[src/rtl/rolling_display_ctrl.sv]
`default_nettype none
// ============================================================================
// Module   : rolling_display_ctrl
// Brief    : Multiplexed 7-segment driver with static, scroll and blink modes
// Revision : 1.0 - initial release
// ============================================================================
module rolling_display_ctrl #(
  parameter int NUM_DIGITS = 8,
  parameter int MSG_DEPTH  = 16,
  parameter int SCAN_DIV   = 100000,
  parameter int STEP_DIV   = 25000000,
  parameter int AW         = $clog2(MSG_DEPTH),
  parameter int LW         = $clog2(MSG_DEPTH) + 1
) (
  input  logic                  clk,
  input  logic                  rst_n,
  input  logic                  wr_en,
  input  logic [AW-1:0]         wr_addr,
  input  logic [4:0]            wr_code,
  input  logic                  load,
  input  logic [LW-1:0]         msg_len,
  input  logic [1:0]            mode,
  output logic [NUM_DIGITS-1:0] an,
  output logic [6:0]            seg,
  output logic                  wrap_pulse
);

  localparam int c_DW  = (NUM_DIGITS > 1) ? $clog2(NUM_DIGITS) : 1;
  // Wide enough for offset + digit index, which can reach 2*period-2
  localparam int c_OW  = $clog2(2 * (MSG_DEPTH + NUM_DIGITS));
  localparam int c_SCW = (SCAN_DIV > 1) ? $clog2(SCAN_DIV) : 1;
  localparam int c_STW = (STEP_DIV > 1) ? $clog2(STEP_DIV) : 1;

  localparam logic [1:0] c_MODE_STATIC = 2'b00;
  localparam logic [1:0] c_MODE_LEFT   = 2'b01;
  localparam logic [1:0] c_MODE_RIGHT  = 2'b10;
  localparam logic [1:0] c_MODE_BLINK  = 2'b11;

  logic [4:0]            mem_q [MSG_DEPTH];
  logic [LW-1:0]         len_q, len_d;
  logic [1:0]            mode_q, mode_d;
  logic [c_OW-1:0]       offset_q, offset_d;
  logic [c_DW-1:0]       idx_q, idx_d;
  logic [c_SCW-1:0]      scan_cnt_q, scan_cnt_d;
  logic [c_STW-1:0]      step_cnt_q, step_cnt_d;
  logic                  blink_on_q, blink_on_d;
  logic [NUM_DIGITS-1:0] an_q, an_d;
  logic [6:0]            seg_q, seg_d;
  logic                  wrap_q, wrap_d;

  logic [c_OW-1:0] len_ext, period, sum, pos;
  logic [4:0]      cur_code;
  logic [LW-1:0]   len_clamped;
  logic            scan_last, step_last;

  function automatic logic [6:0] decode(input logic [4:0] code);
    case (code)
      5'd0:    decode = 7'b1111111;
      5'd1:    decode = 7'b0001001;
      5'd2:    decode = 7'b0000110;
      5'd3:    decode = 7'b1000111;
      5'd4:    decode = 7'b1000000;
      5'd5:    decode = 7'b1111001;
      5'd6:    decode = 7'b0001000;
      5'd7:    decode = 7'b1111000;
      5'd8:    decode = 7'b0000000;
      5'd9:    decode = 7'b0010000;
      5'd10:   decode = 7'b0001000;
      5'd11:   decode = 7'b0000011;
      5'd12:   decode = 7'b0100111;
      5'd13:   decode = 7'b0100001;
      5'd14:   decode = 7'b0000110;
      5'd15:   decode = 7'b0001110;
      default: decode = 7'b0100011;
    endcase
  endfunction

  // Window position: message followed by NUM_DIGITS blank slots
  assign len_ext     = c_OW'(len_q);
  assign period      = len_ext + c_OW'(NUM_DIGITS);
  assign sum         = offset_q + c_OW'(idx_q);
  assign pos         = (sum >= period) ? (sum - period) : sum;
  assign cur_code    = (pos < len_ext) ? mem_q[pos[AW-1:0]] : 5'd0;
  assign len_clamped = (msg_len > LW'(MSG_DEPTH)) ? LW'(MSG_DEPTH) : msg_len;
  assign scan_last   = (scan_cnt_q == c_SCW'(SCAN_DIV - 1));
  assign step_last   = (step_cnt_q == c_STW'(STEP_DIV - 1));

  always_comb begin
    len_d      = len_q;
    mode_d     = mode_q;
    offset_d   = offset_q;
    idx_d      = idx_q;
    scan_cnt_d = scan_cnt_q + c_SCW'(1);
    step_cnt_d = step_cnt_q + c_STW'(1);
    blink_on_d = blink_on_q;
    wrap_d     = 1'b0;

    if (scan_last) begin
      scan_cnt_d = '0;
      idx_d      = (idx_q == c_DW'(NUM_DIGITS - 1)) ? '0 : idx_q + c_DW'(1);
    end

    if (step_last) begin
      step_cnt_d = '0;
      case (mode_q)
        c_MODE_LEFT: begin
          if (offset_q == period - c_OW'(1)) begin
            offset_d = '0;
            wrap_d   = 1'b1;
          end else begin
            offset_d = offset_q + c_OW'(1);
          end
        end
        c_MODE_RIGHT: begin
          if (offset_q == '0) begin
            offset_d = period - c_OW'(1);
            wrap_d   = 1'b1;
          end else begin
            offset_d = offset_q - c_OW'(1);
          end
        end
        c_MODE_BLINK:  blink_on_d = ~blink_on_q;
        c_MODE_STATIC: ;
        default: ;
      endcase
    end

    // A load restarts the display and overrides any same-cycle step
    if (load) begin
      len_d      = len_clamped;
      mode_d     = mode;
      offset_d   = '0;
      idx_d      = '0;
      scan_cnt_d = '0;
      step_cnt_d = '0;
      blink_on_d = 1'b1;
      wrap_d     = 1'b0;
    end

    if ((mode_q == c_MODE_BLINK) && !blink_on_q) begin
      an_d = '1;
    end else begin
      an_d = ~(NUM_DIGITS'(1) << idx_q);
    end
    seg_d = decode(cur_code);
  end

  always_ff @(posedge clk or negedge rst_n) begin
    if (!rst_n) begin
      for (int i = 0; i < MSG_DEPTH; i++) begin
        mem_q[i] <= '0;
      end
    end else if (wr_en) begin
      mem_q[wr_addr] <= wr_code;
    end
  end

  always_ff @(posedge clk or negedge rst_n) begin
    if (!rst_n) begin
      len_q      <= '0;
      mode_q     <= c_MODE_STATIC;
      offset_q   <= '0;
      idx_q      <= '0;
      scan_cnt_q <= '0;
      step_cnt_q <= '0;
      blink_on_q <= 1'b1;
      an_q       <= '1;
      seg_q      <= 7'h7F;
      wrap_q     <= 1'b0;
    end else begin
      len_q      <= len_d;
      mode_q     <= mode_d;
      offset_q   <= offset_d;
      idx_q      <= idx_d;
      scan_cnt_q <= scan_cnt_d;
      step_cnt_q <= step_cnt_d;
      blink_on_q <= blink_on_d;
      an_q       <= an_d;
      seg_q      <= seg_d;
      wrap_q     <= wrap_d;
    end
  end

  assign an         = an_q;
  assign seg        = seg_q;
  assign wrap_pulse = wrap_q;

endmodule
`default_nettype wire

[config.mk]
export PLATFORM = sky130hd
export DESIGN_NAME = rolling_display_ctrl
export DESIGN_NICKNAME = d
export VERILOG_FILES = /design/src/rtl/rolling_display_ctrl.sv
export SDC_FILE = /design/constraint.sdc
export NUM_CORES = 1
export LEC_CHECK = 0
export BUFFER_PORTS_ARGS = -buffer_cell sky130_fd_sc_hd__buf_2
export CAP_MARGIN = 40
export CORE_ASPECT_RATIO = 1.25
export CORE_MARGIN = 2
export CORE_UTILIZATION = 35
export CTS_CLUSTER_DIAMETER = 30
export DETAILED_ROUTE_END_ITERATION = 10
export PLACE_DENSITY_LB_ADDON = 0.08
export SKIP_LAST_GASP = 1
export SLEW_MARGIN = 20
export SYNTH_ARGS = -nofsm -noshare
export SYNTH_HDL_FRONTEND = slang
export SYNTH_SLANG_ARGS = --single-unit
[constraint.sdc]
create_clock -name clk -period 15.41 [get_ports clk]
set_input_delay 0.7705 -clock clk [delete_from_list [all_inputs] [get_ports clk]]
set_output_delay 0.7705 -clock clk [all_outputs]
set_load 0.02 [all_outputs]
-- Word level (Yosys, flattened, before mapping)
Memories as Yosys holds them, arrays and structs flattened.
Index checks and enable logic that the tools add are counted.
- bits in registers: 155
- latch bits: 0
- RAM bits: 0
- ROM bits: 112
- bits of input ports: 20
- output and inout bits: 16
- logic and storage cells: 95
- memories: 1
- add/subtract/negate cells: 9
- multiply operators: 0
- divide/modulo/power cells: 0
- $lt $le $gt $ge: 6
- equality and inequality tests: 7
- shifts and indexed selects: 1
- multiplexer cells: 31
- bitwise logic cells: 4
- reductions and logical operators: 10
- memory list (name ; words ; width ; read ports ; clocked after Yosys merged registers in ; write ports ; RTL line ; RTL):
    (no name shown) ; 16 ; 7 ; 1 ; 0 ; 0 ; 57 ; case (code)
- operator list (cell ; count):
    $bwmux 80 ; 1
    $mux 25 ; 2
    $mux 17 ; 2
    $mux 6 ; 5
    $add 25x1->25 const B ; 1
    $eq 25x25->1 const B ; 1
    $mux 5 ; 5
    $bmux 5 s4 ; 1
    $demux 5 s4 ; 1
    $add 17x1->17 const B ; 1
    $eq 17x17->1 const B ; 1
    $pmux 6 s2 ; 1
    $sub 6x1->6 const B ; 2
    $ge 5x5->1 const B ; 2
    $not 4->5 ; 2
    $mux 3 ; 3
    $mux 8 ; 1
    $not 8->8 ; 1
    $shl 1x3->8 const A ; 1
    $mux 1 ; 7
    $mux 7 ; 1
    $add 5x4->6 const B ; 1
    $add 6x1->6 const B ; 1
    $add 6x3->6 ; 1
    other kinds (18) ; 23

-- Longest topological paths before layout
Gate-level depths: netlist (run 1).
An unclocked memory read counts as a cell.
- depth in word-level cells: 10
- mapped depth: 23
- gate-level depth less buffers: 22

-- Worst setup path before layout (run 1)
OpenSTA, ideal clock, no wires.
- path kind: flip-flop to flip-flop
- from: reg offset_q[0]
- to: reg seg_q[4], in the netlist seg[4]
- library setup time: 0.077 ns
- data arrival time: 4.932 ns
- data required time: 15.333 ns
- slack: 10.400 ns
- cell stages (with the launch flop): 22
- path buffers: 1
- clock period less this slack: 5.010 ns
- path through: dfrtp_1 -> ha_1 -> fa_1 -> a21o_1 -> nand2_1 -> xnor2_1 -> ha_1 -> nand4_1 -> o221ai_2 -> buf_6 -> mux2i_4 -> clkinv_1 -> ha_1 -> a211oi_1 -> nor2b_1 -> a311oi_1 -> a2111oi_2 -> and2_1 -> inv_1 -> ha_1 -> a22o_1 -> o21a_1
- word-level cells in the longest chain between the ends: 10
- elaborated cells between the ends (all ways): 12
- classes of those cells: add/sub (2); order compare (2); mux (6); bitwise (1); memory (1)
- RTL lines (what ; RTL line ; RTL):
    from (decl) ; 42 ; logic [c_OW-1:0] offset_q, offset_d;
    from (signal assigned) ; 173 ; offset_q <= offset_d;
    $add 6x3->6 (*) ; 81 ; assign sum = offset_q + c_OW'(idx_q);
    $sub 6x6->6 or $ge 6x6->1 (tied branches) ; 82 ; assign pos = (sum >= period) ? (sum - period) : sum;
    $mux 6 (*) ; 82 ;
    $not 4->5 (not written as such) ; 83 ; assign cur_code = (pos < len_ext) ? mem_q[pos[AW-1:0]] : 5'd0;
    $bmux 5 s4 ; 83 ;
    $mux 5 (not written as such) (2 in a row) ; 83 ;
    $mux 5 (*) ; 83 ;
    $mem_v2 16x7 ; - ;
    $mux 7 (*) ; 57 ;
    net seg_d[4] ; 48 ; logic [6:0] seg_q, seg_d;
    to (signal assigned) ; 179 ; seg_q <= seg_d;
    to (decl) ; 48 ;
Mark *: on every way through the listed nets, which the timed path passes. The rest lies on a longest branch. The select of a mux whose other input is x is not followed.
A chain may end at the register's enable or synchronous reset.

-- Worst setup path after layout (run 1)
- from: reg offset_q[0]
- to: reg seg_q[6], in the netlist seg[6]
The elaborated chain is that of the path after synthesis.

==> results.txt, run 1 <==
Final WL - 19,700 um
Final setup viols - 0
Synthesized area per cell - 10.5 um2
Worst-Margin Slew - 0.792 ns
Inserted Diodes - 0
Worst-path clk slew - 0.06 ns
Synth Warn # - 0
Register bit total from synthesis - 155
Critical path capture point type - register
Vias in the first global route - 6,212
Clock buffer depth - 2
Distinct cells, synth - 69
Post-CTS Setup Bufs - 0
Max Cap Violations - 0
Crit-path max FO - 33
Leakage - 4.19 nW
Synth area leaders - dfrtp_1 (41%), mux2_2 (11%), ha_1 (5.6%), dfstp_2 (5.0%), nand2_1 (3.6%)
Chip Width - 143 um
Clock Sinks - 155
Area Growth Syn to Fin - 12.7%
H-Tree Depth - 4
DR DRC count - 0
# IOs - 36
First DRT Iteration DRCs - 238
Peak supply drop - 0.0000794 V
First-pass GRT wire length - 32,500 um
Via density - 5.10
Wire per inst - 16.9 um
DR pass1 iterations - 4
PwrDens - 149 nW/um2
Post-Syn Area - 8460 um2
Min Clock Period, post-route - 6.07 ns
Row count - 63
Reg2Reg Setup Slack - 9.34 ns
Max incr delay on CP - 0.65 ns
Slowest CP cell - o221ai_2
CP arrival - 6.43 ns
Post-Route Setup TNS - 0 ns
Hpwl dp - 13,600 um
Register area share after synthesis - 0.461
Die height - 178 um
Async S/R FF share, synth - 1.00
Clk Tree Root Cell - clkbuf_16
Hold Crit Class - input port to async pin
Req. time, crit path - 15.77 ns
Top cell type by total area after synthesis - dfrtp_1
Commonest non-fill, non-tap cell in the layout - dfrtp_1
Die area - 25,400 um2
Layout cells sized above 1 - 0.226
Commonest cells after routing, fill and taps aside - dfrtp_1 (139), nand2_1 (82), mux2_2 (81), nor2_1 (73), ha_1 (38)
Max-slew violation count - 0
Antenna violations before repair - 0
CTS buffer count - 17
Floorplan Core Area - 23,700 um2
Number of port buffers - 35
Post-synth net total - 868
# hold bufs at CTS - 0
TritonCTS clock tree - built
Final net count - 892
Slew margin rel. - 0.468
Fin area - 9540 um2
Fin. Hold Viols - 0
GPL Wtd Cong - 0.817
Status - completed
Antenna viol nets, final - 0
Most used cell, CP - ha_1
CP Launch Type - register
RSZ-0062 raised after global routing - no
Post-route setup slack - 9.34 ns
Max Clk Rate - 165 MHz
Routed vias - 5,964
Global Route Usage Sum - 0.165
Non-Filler Instances - 1,170
Yosys top cell area share - 0.411
Post-synth top flop - dfrtp_1
EDFF count, synth - 0
Skew-Pair Late Insertion Delay - 0.42 ns
Setup CP Type - register to register
Initial Utilization - 0.357
Total gr overflow - 0
Synth Instances - 808
Pre-CTS setup slack - 9.34 ns
Final clock skew - 0.00894 ns
Placed insts - 1,136
Dpl cell area - 8900 um2
Crit-path cells - ha_1, fa_1, a21o_1, nand2_1, xnor2_1, ha_1, nand4_1, o221ai_2, mux2_4, inv_2, ha_1, a211oi_1, nor2b_1, a311oi_1, a2111o_1, a21oi_2, inv_1, ha_1, mux2i_1, and3_1
Largest net degree at the start of global routing - 91
CTS resizes - 0
Ratio of final minimum period to clock period - 0.394
Yosys cell counts, types with 17 or more instances:
cell      instances
a21oi_1          32
and3_1           17
clkbuf_1         25
dfrtp_1         139
ha_1             38
inv_1            31
mux2_2           81
mux2i_1          17
nand2_1          82
nand3_1          33
nor2_1           73
o21ai_0          20
xnor2_1          22
xor2_1           34
layer usage:
| metal | up-vias | track usage | routed length, um |
|---|---|---|---|
| met5 | - | 0 | 0 |
| met4 | 0 | 0.0545 | 375 |
| met3 | 23 | 0.0297 | 395 |
| met2 | 67 | 0.285 | 10100 |
| met1 | 3016 | 0.207 | 8880 |
| li1 | 2858 | - | - |
registers in the layout (all words and copies together) (netlist names):
name,count
offset_q,6
idx_q,3
mem_q,80
step_cnt_q,25
scan_cnt_q,17
wrap_pulse,1
an,8
blink_on_q,1
seg,7
len_q,5
mode_q,2
logic make-up after synthesis:
group | synth area share
xor gates and xnor gates | 0.0580
AOI/OAI and AO/OA | 0.0893
buffers and inverters | 0.0350
and+or+nand+nor | 0.155
DFF | 0.461
adders and majority gates | 0.0609
muxes | 0.141
worst max-delay path, delay by kind of cell, from the launching register on:
kind / cells / cell delay (ns)
multiplexers: 2 / 0.66
XOR/XNOR: 1 / 0.10
flip-flops: 1 / 0.49
adder cells (fa/ha/maj): 5 / 1.70
AO/OA/AOI/OAI: 6 / 1.93
AND/OR/NAND/NOR: 4 / 0.58
buffers and inverters: 2 / 0.52
area by class of cell:
class                   count  area (um2)
flip-flops and latches    155        3900
well taps                 325         407
inverters                  34         128
multi-input cells         584        4270
clock buffers              21         460
clock inverters            11         120
repair buffers             40         259
fillers                  2284       14200
metrics by stage:
stage                     power (W)   util  hold WS (ns)
after floorplan            0.000894      -         0.447
after global placement      0.00100  0.375         0.471
after detailed placement    0.00102  0.375         0.482
after CTS                   0.00144  0.400         0.467
after global routing        0.00151  0.402         0.259
final                       0.00142  0.402         0.245
worst paths after layout:
check | depth (start not counted) | start | to
worst min-delay path | 1 | rst_n | offset_q[4]$_DFFE_PN0P_
min in group clk | 1 | step_cnt_q[0]$_DFF_PN0_ | step_cnt_q[0]$_DFF_PN0_
max in group asynchronous | 3 | rst_n | mem_q[53]$_DFFE_PN0P_
worst max register to register | 20 | offset_q[0]$_DFFE_PN0P_ | seg[6]$_DFF_PN1_
worst min register to register | 1 | step_cnt_q[0]$_DFF_PN0_ | step_cnt_q[0]$_DFF_PN0_
worst max-delay path | 20 | offset_q[0]$_DFFE_PN0P_ | seg[6]$_DFF_PN1_
where the power goes:
group | switching [W] | total (W) | internal (W)
clock network | 0.000168 | 0.000414 | 0.000247
logic | 0.000285 | 0.000491 | 0.000206
registers | 0.0000383 | 0.000518 | 0.000480
No activity file was read; power rests on OpenSTA's default activity.
==> inputs of run 2 (changes only) <==
Settings changed: ABC_AREA set to 1.
Clock period 15.41 ns to 6.05 ns, I/O delays scaled along.
==> run 2 against run 1 <==
Register-to-register slack worse by 8.1 ns. Synthesized cell count rose by 32%. Total power grew to 2.9 times the previous value. Non-clock buffer count grew 4.
==> results.txt, run 2 <==
Via density - 4.86 (was 5.10)
Hpwl dp - 15,600 um (was 13,600 um)
Wire per inst - 15.2 um (was 16.9 um)
Skew-Pair Late Insertion Delay - 0.44 ns (was 0.42 ns)
Area of the multi-input gates - 4020 um2 (was 4270 um2)
# IOs - 36 (unchanged)
Chip Width - 144 um (was 143 um)
Vias in the first global route - 6,910 (was 6,212)
Fin Hold WS - 0.0785 ns (was 0.245 ns)
Hold Crit Class - input port to register (was input port to async pin)
Number of port buffers - 35 (unchanged)
DR DRC count - 0 (unchanged)
Fin. Hold Viols - 0 (unchanged)
Biggest regs - mem_q x80, step_cnt_q x25, scan_cnt_q x17 (unchanged)
Commonest non-fill, non-tap cell in the layout - nand2_1 (was dfrtp_1)
Final net count - 1,165 (was 892)
PwrDens - 437 nW/um2 (was 149 nW/um2)
RR Startpoint - offset_q[0]$_DFFE_PN0P_ (unchanged)
Hold path cells - 3
Area Growth Syn to Fin - 12.6% (was 12.7%)
Top cell type by total area after synthesis - dfrtp_1 (unchanged)
Post-Syn Area - 8520 um2 (was 8460 um2)
Crit Reg-Reg Endpoint - seg[2]$_DFF_PN1_ (was seg[6]$_DFF_PN1_)
Most used cell, CP - inv_1 (was ha_1)
Slowest CP cell - dfrtp_1 (was o221ai_2)
Crit-path max FO - 12 (was 33)
Register area - 3900 um2 (unchanged)
Most frequent cells after synthesis - nand2_1 (276), dfrtp_1 (139), inv_1 (114) (was dfrtp_1 (139), nand2_1 (82), mux2_2 (81))
Req. time, crit path - 6.41 ns (was 15.77 ns)
Async S/R FF share, synth - 1.00 (unchanged)
Row count - 63 (unchanged)
Global Route Usage Sum - 0.184 (was 0.165)
H-Tree Depth - 4 (unchanged)
CTS buffer count - 17 (unchanged)
Register bit total from synthesis - 155 (unchanged)
Clock buffer depth - 2 (unchanged)
Synthesized area per cell - 7.98 um2 (was 10.5 um2)
Routed vias - 7,010 (was 5,964)
First-pass GRT wire length - 36,600 um (was 32,500 um)
Min Clock Period, post-route - 4.84 ns (was 6.07 ns)
Initial Utilization - 0.358 (was 0.357)
Top delay family on crit path - simple AND/OR/NAND/NOR gates (was compound AO/OA/AOI/OAI gates)
Post-synth net total - 1,128 (was 868)
Max Cap Violations - 0 (unchanged)
Floorplan Core Area - 23,800 um2 (was 23,700 um2)
Post-Route Setup TNS - 0 ns (unchanged)
GPL Wtd Cong - 0.806 (was 0.817)
Leakage - 4.49 nW (was 4.19 nW)
Final WL - 22,000 um (was 19,700 um)
Ratio of final minimum period to clock period - 0.800 (was 0.394)
Fillers - 2,526 (was 2,284)
Antenna viol nets, final - 0 (unchanged)
Buffers plus inverters on the worst setup path - 6 (was 2)
Peak supply drop - 0.000251 V (was 0.0000794 V)
First DRT Iteration DRCs - 309 (was 238)
Post-synth top flop - dfrtp_1 (unchanged)
Status - completed (unchanged)
Distinct cells, synth - 48 (was 69)
Largest net degree at the start of global routing - 60 (was 91)
Max incr delay on CP - 0.46 ns (was 0.65 ns)
Min-Delay Endpoint - mode_q[0]$_DFFE_PN0P_
Die height - 178 um (about the same)
Largest Register - mem_q (unchanged)
Clock Sinks - 155 (unchanged)
Critical path capture point type - register (unchanged)
Layout cells sized above 1 - 0.104 (was 0.226)
Setup CP Type - register to register (unchanged)
DR pass1 iterations - 4 (unchanged)
Commonest cells after routing, fill and taps aside - nand2_1 (276), dfrtp_1 (139), inv_1 (114), nand3_1 (110), o21ai_0 (96) (was dfrtp_1 (139), nand2_1 (82), mux2_2 (81), nor2_1 (73), ha_1 (38))
Synth Instances - 1,068 (was 808)
Final setup viols - 0 (unchanged)
Slew margin rel. - 0.532 (was 0.468)
Max Clk Rate - 207 MHz (was 165 MHz)
Max FFs per register - 80 (unchanged)
CP Launch Type - register (unchanged)
Die area - 25,600 um2 (was 25,400 um2)
Register area share after synthesis - 0.457 (was 0.461)
Yosys top cell area share - 0.408 (was 0.411)
Worst-path clk slew - 0.07 ns (was 0.06 ns)
Final core area utilization - 0.403 (was 0.402)
RSZ-0062 raised after global routing - no (unchanged)
TritonCTS clock tree - built (unchanged)
Reg2Reg Setup Slack - 1.21 ns (was 9.34 ns)
Antenna violations before repair - 0 (unchanged)
Total gr overflow - 0 (unchanged)
Post-route setup slack - 1.21 ns (was 9.34 ns)
Clk Tree Root Cell - clkbuf_16 (unchanged)
Worst-Margin Slew - 0.697 ns (was 0.792 ns)
EDFF count, synth - 0 (unchanged)
Max-slew violation count - 0 (unchanged)
Synth Warn # - 0 (unchanged)
Pre-CTS setup slack - 1.17 ns (was 9.34 ns)
Synth area leaders - dfrtp_1 (41%), nand2_1 (12%), nand3_1 (6.5%), o21ai_0 (5.6%), ha_1 (5.6%) (was dfrtp_1 (41%), mux2_2 (11%), ha_1 (5.6%), dfstp_2 (5.0%), nand2_1 (3.6%))
Most frequent cell after synthesis - nand2_1 (was dfrtp_1)
R2R cell count - 26 (was 20)
Hold_sp - mode[0]
Final clock skew - 0.0113 ns (was 0.00894 ns)
Inserted Diodes - 0 (unchanged)
CP arrival - 5.20 ns (was 6.43 ns)
==> run 2: cell types whose count changed after synthesis, sizes merged, moves of 15 or more <==
cell   previous run  this run
nand3            34       116
o21ai            21        99
xnor2            22         1
and3             17         1
mux2             83         0
xor2             34        19
nand2            82       282
inv              32       116
mux2i            19         0
==> run 2: timing repair <==
| item | in CTS | in global routing |
|---|---|---|
| endpoints found under the hold margin | 39 | 0 |
| setup buffers | 0 | 0 |
| gates resized for setup | 0 | 0 |
| hold buffers | 1 | 0 |
==> run 2: cell type report <==
cell class | instances | share of cell area
clock buffers | 19 | 0.0461
clock inverters | 13 | 0.0111
inverters | 117 | 0.0457
multi-input cells | 770 | 0.418
flip-flops and latches | 155 | 0.406
well taps | 325 | 0.0424
repair buffers | 44 | 0.0304
==> run 2: worst min-delay path, cell delays in order <==
cell and delay [ns]:
buf_2 0.07, nand2_1 0.04, o21ai_0 0.06
==> run 2: cells by family after synthesis <==
kind of cell,Yosys count,synth area share
AO/OA/AOI/OAI,172,0.112
XOR/XNOR,20,0.0205
adder cells (fa/ha/maj),40,0.0605
buffers and inverters,143,0.0715
flip-flops,155,0.457
AND/OR/NAND/NOR,538,0.279
==> run 2: per-layer routing <==
metal | global-route usage | up-vias | routed length [um]
li1 | - | 3591 | -
met1 | 0.227 | 3306 | 9870
met2 | 0.327 | 84 | 11200
met3 | 0.0247 | 29 | 410
met4 | 0.0662 | 0 | 467
met5 | 0 | - | 0
==> run 2: worst max path at each step <==
stage / start / end / slack (ns) / cells after the start
detailed placement: offset_q[0]$_DFFE_PN0P_ / seg[2]$_DFF_PN1_ / 1.17 / 26
floorplan: offset_q[0]$_DFFE_PN0P_ / seg[2]$_DFF_PN1_ / 1.82 / 28
CTS: offset_q[0]$_DFFE_PN0P_ / seg[2]$_DFF_PN1_ / 1.16 / 26
global placement: offset_q[0]$_DFFE_PN0P_ / seg[2]$_DFF_PN1_ / 1.33 / 26
finish: offset_q[0]$_DFFE_PN0P_ / seg[2]$_DFF_PN1_ / 1.21 / 26
global route: offset_q[2]$_DFFE_PN0P_ / seg[2]$_DFF_PN1_ / 0.76 / 24
==> run 2: per-stage QoR <==
step                      std cells  instance area [um2]  power (W)
after floorplan                1068                 8520    0.00277
after global placement         1405                 8960    0.00322
after detailed placement       1408                 9000    0.00320
after CTS                      1441                 9560    0.00423
after global routing           1443                 9600    0.00455
final                          1443                 9600    0.00419
==> run 2: power by group <==
group          switching, W  internal, W
clock              0.000467     0.000545
combinational       0.00124     0.000621
sequential        0.0000942      0.00123
